[config.mk]
export PLATFORM = sky130hd
export DESIGN_NAME = memcore_uram_arbiter
export DESIGN_NICKNAME = d
export VERILOG_FILES = /design/src/rtl/memcore_uram_arbiter.sv
export SDC_FILE = /design/constraint.sdc
export NUM_CORES = 1
export LEC_CHECK = 0
export CORE_AREA = 2 2 173 175
export CTS_CLUSTER_DIAMETER = 100
export DETAILED_ROUTE_END_ITERATION = 6
export DIE_AREA = 0 0 175 177
export GPL_TIMING_DRIVEN = 0
export HOLD_SLACK_MARGIN = 0.05
export PLACE_DENSITY = 0.66
export SYNTH_ARGS = -nofsm -noshare
export SYNTH_HDL_FRONTEND = slang
export SYNTH_SLANG_ARGS = --single-unit
[constraint.sdc]
create_clock -name clk -period 8.2 [get_ports clk]
set_input_delay 2.46 -clock clk [delete_from_list [all_inputs] [get_ports clk]]
set_output_delay 2.46 -clock clk [all_outputs]
set_load 0.005 [all_outputs]
[src/rtl/memcore_uram_arbiter.sv]
// Round-robin arbiter sharing a dual-port memory between NUM_REQ requesters.
// Each cycle the two highest-priority valid requesters are granted, one per
// memory port. Read data comes back one cycle after the grant edge on a
// per-requester response channel.
//
// Ports:
//   clk, reset_n       clock (rising edge) and asynchronous active-low reset
//   enable             0 blocks new grants; responses already in flight still drain
//   req_valid/we       per-requester request valid and write flag
//   req_addr/req_data  packed per-requester address and write data (requester i at slice i)
//   req_ready          per-requester grant (combinational)
//   resp_valid         one-cycle read response pulse per requester
//   resp_data          packed per-requester read data, held until that requester's next read
//   mem_*0 / mem_*1    memory port 0 and port 1 drive, plus returned read data
module memcore_uram_arbiter #(
   parameter int unsigned DATA_WIDTH    = 32,
   parameter int unsigned ADDRESS_WIDTH = 6,
   parameter int unsigned NUM_REQ       = 4
) (
   input  logic                             clk,
   input  logic                             reset_n,
   input  logic                             enable,
   input  logic [NUM_REQ-1:0]               req_valid,
   output logic [NUM_REQ-1:0]               req_ready,
   input  logic [NUM_REQ-1:0]               req_we,
   input  logic [NUM_REQ*ADDRESS_WIDTH-1:0] req_addr,
   input  logic [NUM_REQ*DATA_WIDTH-1:0]    req_data,
   output logic [NUM_REQ-1:0]               resp_valid,
   output logic [NUM_REQ*DATA_WIDTH-1:0]    resp_data,
   output logic [ADDRESS_WIDTH-1:0]         mem_address0,
   output logic                             mem_ce0,
   output logic [DATA_WIDTH-1:0]            mem_d0,
   output logic                             mem_we0,
   input  logic [DATA_WIDTH-1:0]            mem_q0,
   output logic [ADDRESS_WIDTH-1:0]         mem_address1,
   output logic                             mem_ce1,
   output logic [DATA_WIDTH-1:0]            mem_d1,
   output logic                             mem_we1,
   input  logic [DATA_WIDTH-1:0]            mem_q1
);

   localparam int unsigned PTR_W = $clog2(NUM_REQ);

   // Outstanding read on one memory port: which requester gets the data.
   typedef struct packed {
      logic             valid;
      logic [PTR_W-1:0] idx;
   } tag_t;

   logic [ADDRESS_WIDTH-1:0] addr_a  [NUM_REQ];
   logic [DATA_WIDTH-1:0]    wdata_a [NUM_REQ];
   logic [DATA_WIDTH-1:0]    rdata_q [NUM_REQ];

   logic [PTR_W-1:0] rr_ptr;
   logic [PTR_W-1:0] rr_next_c;
   logic [PTR_W-1:0] cand0_c;
   logic [PTR_W-1:0] cand1_c;
   logic             found0_c;
   logic             found1_c;
   logic             clash_c;
   logic             go_c;
   logic             grant0_c;
   logic             grant1_c;
   int unsigned      scan_c;
   tag_t             tag0;
   tag_t             tag1;

   // Unpack per-requester buses into arrays.
   for (genvar gi = 0; gi < NUM_REQ; gi++) begin : g_slice
      assign addr_a[gi]  = req_addr[gi*ADDRESS_WIDTH +: ADDRESS_WIDTH];
      assign wdata_a[gi] = req_data[gi*DATA_WIDTH +: DATA_WIDTH];
      assign resp_data[gi*DATA_WIDTH +: DATA_WIDTH] = rdata_q[gi];
   end

   function automatic logic [PTR_W-1:0] wrap_inc(input logic [PTR_W-1:0] i);
      if (32'(i) == NUM_REQ - 1) return '0;
      return i + PTR_W'(1);
   endfunction

   // Walk requesters from rr_ptr downward in priority; pick the first two valid ones.
   always_comb begin : p_scan
      found0_c = 1'b0;
      found1_c = 1'b0;
      cand0_c  = '0;
      cand1_c  = '0;
      scan_c   = 0;
      for (int unsigned k = 0; k < NUM_REQ; k++) begin
         scan_c = 32'(rr_ptr) + k;
         if (scan_c >= NUM_REQ) scan_c = scan_c - NUM_REQ;
         if (req_valid[PTR_W'(scan_c)]) begin
            if (!found0_c) begin
               found0_c = 1'b1;
               cand0_c  = PTR_W'(scan_c);
            end else if (!found1_c) begin
               found1_c = 1'b1;
               cand1_c  = PTR_W'(scan_c);
            end
         end
      end
   end

   // Same address with a write on either side would race between the ports; port 1 yields.
   assign clash_c  = (addr_a[cand0_c] == addr_a[cand1_c]) && (req_we[cand0_c] || req_we[cand1_c]);
   assign go_c     = enable & reset_n;
   assign grant0_c = go_c & found0_c;
   assign grant1_c = go_c & found1_c & ~clash_c;

   always_comb begin : p_ready
      req_ready = '0;
      if (grant0_c) req_ready[cand0_c] = 1'b1;
      if (grant1_c) req_ready[cand1_c] = 1'b1;
   end

   assign mem_ce0      = grant0_c;
   assign mem_we0      = grant0_c & req_we[cand0_c];
   assign mem_address0 = grant0_c ? addr_a[cand0_c]  : '0;
   assign mem_d0       = grant0_c ? wdata_a[cand0_c] : '0;
   assign mem_ce1      = grant1_c;
   assign mem_we1      = grant1_c & req_we[cand1_c];
   assign mem_address1 = grant1_c ? addr_a[cand1_c]  : '0;
   assign mem_d1       = grant1_c ? wdata_a[cand1_c] : '0;

   // Next top priority goes to the requester just after the last one served.
   always_comb begin : p_rr_next
      rr_next_c = rr_ptr;
      if (grant1_c)      rr_next_c = wrap_inc(cand1_c);
      else if (grant0_c) rr_next_c = wrap_inc(cand0_c);
   end

   // Response pulse is the cycle in which mem_q carries the data for each tag.
   always_comb begin : p_resp_valid
      resp_valid = '0;
      if (tag0.valid) resp_valid[tag0.idx] = 1'b1;
      if (tag1.valid) resp_valid[tag1.idx] = 1'b1;
   end

   // Pointer, read tags and per-requester read data holding registers.
   always_ff @(posedge clk or negedge reset_n) begin : p_state
      if (!reset_n) begin
         rr_ptr <= '0;
         tag0   <= '0;
         tag1   <= '0;
         for (int i = 0; i < NUM_REQ; i++) rdata_q[i] <= '0;
      end else begin
         rr_ptr <= rr_next_c;
         tag0   <= '{valid: grant0_c & ~req_we[cand0_c], idx: cand0_c};
         tag1   <= '{valid: grant1_c & ~req_we[cand1_c], idx: cand1_c};
         if (tag0.valid) rdata_q[tag0.idx] <= mem_q0;
         if (tag1.valid) rdata_q[tag1.idx] <= mem_q1;
      end
   end

endmodule

==> results of run 1 <==
[worst min-delay path, stage by stage (launching register included)]
cell     delay, ns
dfrtp_1       0.35
mux2i_1       0.07
o21ai_0       0.13
[repair_timing]
item	4_1_cts	5_1_grt
hold buffers	0	0
pin swaps	14	12
setup endpoints to repair	82	76
cloned	4	0
setup buffers	20	6
gates resized for setup	217	30
[final timing paths]
path | endpoint | slack [ns] | depth (start not counted)
max reg2reg | rr_ptr[1] | 4.20 | 17
max | mem_d1[10] | 0.09 | 18
min reg2reg | resp_data[46] | 0.57 | 2
max in group asynchronous | resp_data[102] | 5.39 | 2
min in group asynchronous | resp_data[48] | 2.00 | 1
min | resp_data[46] | 0.57 | 2
[cell usage in the layout, fill, tap and decap left out, types with 7 or more instances in the layout]
cell and instances:
clkbuf_1 48, buf_2 30, clkbuf_2 10, mux2i_1 183, nand2_1 138, diode_2 15, ha_1 9, mux4_2 33
buf_4 24, nor2b_1 57, clkdlybuf4s50_1 393, o21ai_0 135, clkdlybuf4s15_1 8, dfrtp_1 136, buf_6 15, nor2_1 15
inv_1 15, dlygate4sd2_1 14, nor3b_1 7, a211oi_1 62, clkbuf_16 17
[sequential cells by signal, summed over array words and instances, names as in the netlist]
register,count
tag1,3
tag0,3
rr_ptr,2
resp_data,128
[power groups by stage]
stage          Clock (mW)  Combinational (mW)  Sequential (mW)
3_3_place_gp            0                2.83             1.21
3_5_place_dp            0                2.86             1.22
5_1_grt             0.821                3.39             1.26
6_report            0.778                3.16             1.22
2_1_floorplan           0                1.39             1.21
4_1_cts             0.791                3.09             1.21
[per-layer routing]
metal | wire length (um) | global-route usage | vias to the layer above
met3 | 3362 | 0.06808 | 98
met5 | 0 | 0 | -
met4 | 2315 | 0.1528 | 0
li1 | - | - | 4553
met1 | 15830 | 0.3051 | 4893
met2 | 21430 | 0.4735 | 490
[cell families after synthesis]
| group | synth area share |
|---|---|
| simple gates | 0.1291 |
| mux | 0.2911 |
| compound gates | 0.1510 |
| flops | 0.3590 |
| buf+inv | 0.04896 |
| fa+ha+maj | 0.01439 |
| xor+xnor | 0.006467 |
[area by class of cell]
type	count	area [um^2]
clock buffer	18	439.2
clock inverter	14	151.4
buffer	86	483.0
tap	390	488.0
fill	2687	13630
sequential	136	3403
multi-input combinational	739	5927
inverter	17	66.31
timing repair buffer	471	4622
antenna	15	37.54
==> flow_summary.toml, run 1 <==
[sta]
relSlewSlack = 0.3623
holdWs_ns = 0.5721
post-route-min-period_ns = 8.112
setup_violations = 0
tns_ns = 0
worst_pin_slew_ns = 0.9566
fmax_mhz = 123.3
finalHoldViolations = 0
fin_worst_skew_ns = 0.01364
drv_slew = 0
fin_crit_sh = 0.9893
worst_slack_ns = 0.08783

[logic_synthesis]
ys_seq_area_frac = 0.3590
synth_most_common_cell = "mux2i_1"
synth_top_area_share = 0.3590
synthFlopType = "dfrtp_1"
synth-seq-cells = 136
synth_cell_types = 51
yosysTopAreaCell = "dfrtp_1"
syn_area_mm2 = 0.009480
synth-edff-count = 0
synthTopCellsByCount = "193 x mux2i_1, 138 x nand2_1, 136 x dfrtp_1, 136 x o21ai_0, 69 x a211oi_1"
yosys_warnings = 0
syn_nets = 1215
ys_async_sr_fraction = 1.000
synthTopCellsByArea = "dfrtp_1 36%, mux2i_1 20%, mux4_2 7.6%"
syn_avg_cell_area_um2 = 9.694
syn-instance-count = 978

[detailed_routing]
drt_iter0_drc = 662
firstDrtPassIters = 5
postRouteAntennaNets = 0
drc = 0
avgViaCountPerCell = 5.320
drt-total-wl_um = 42940
wire_per_inst_um = 22.77
via_count = 10034

[worst_setup_path]
cpMostUsedCell = "buf_6"
cp_max_fo = 6
path_delay_family = "buffers and inverters"
critical_path_arrival_ns = 5.65
regToRegStartpoint = "rr_ptr[1]"
cp.required_ns = 5.74
crit_slowest_cell = "nor4_4"
crit_path_end_kind = "primary output"
worstPathCellList = "buf_6 > buf_6 > a211oi_4 > a21oi_4 > ha_4 > o21ai_0 > and3_1 > a211oi_2 > o211ai_2 > buf_4 > mux2i_4 > xnor2_4 > nor4_4 > a31o_4 > buf_12 > buf_8 > nor2b_1 > dlygate4sd2_1"
crit_start = "req_valid[2]"
path_class = "in2out"
start_kind = "primary input"
slowest_delay_ns = 0.37
path_buf_inv = 6

[cells_and_area]
syn2layout_area_growth_pct = 64.74
final_layout_size_suffix_gt1_frac = 0.1465
fin_area_mm2 = 0.01562
fin_cells = 1886
finalNetCount = 1705
final_core_util = 0.5340

[power]
irDropWorstVdd_uv = 152.0
internal-power_mw = 3.155
total_power_mw = 5.152
p_comb_frac = 0.613
pwr-share-clk = 0.151
p_seq_frac = 0.236
p_leak_nw = 6.645
cellPowerDensity_mw_per_mm2 = 329.9
p_sw_frac = 0.3876
p_switching_mw = 1.997

[min_path]
hp-start = "resp_data[46]"
min_path_type = "reg2reg"

[clock_tree]
cts_inserted_buffers = 17
root_buffer = "clkbuf_16"
clk_pin_slew_ns = 0.07
clock_latency_ns = 0.42
cts_max_path_buffers = 2
htreeDepth = 4
cts_sinks = 136
cts_tree = "built"

[status]
status = "finished clean"

[grt]
overflow = 0
grt_max_degree = 78
grt_pass1_wl_um = 64050
grtUsageTotal = 0.2722
grt_pass1_vias = 10336
grt_antenna_before_repair = 15

[placed_design]
place_area_mm2 = 0.01442
dp_hpwl_um = 32700
dpl.cell_count = 1811
gp_congestion = 0.8844
dp_slack_ns = -1.396
port_buffers = 442

[die]
rows = 63
die_y_um = 177
fp.coreArea_mm2 = 0.02924
dieArea_mm2 = 0.03098
dieWidth_um = 175
ios = 443
start_util = 0.3242

[job]
maxCapViolCount = 0
No activity file was read; power rests on OpenSTA's default activity.
==> inputs of run 2 (changes only) <==
Settings changed: CTS_CLUSTER_SIZE set to 10.
==> results of run 2 <==
Same layout as run 1: the final DEF is identical, and so are final timing and power.
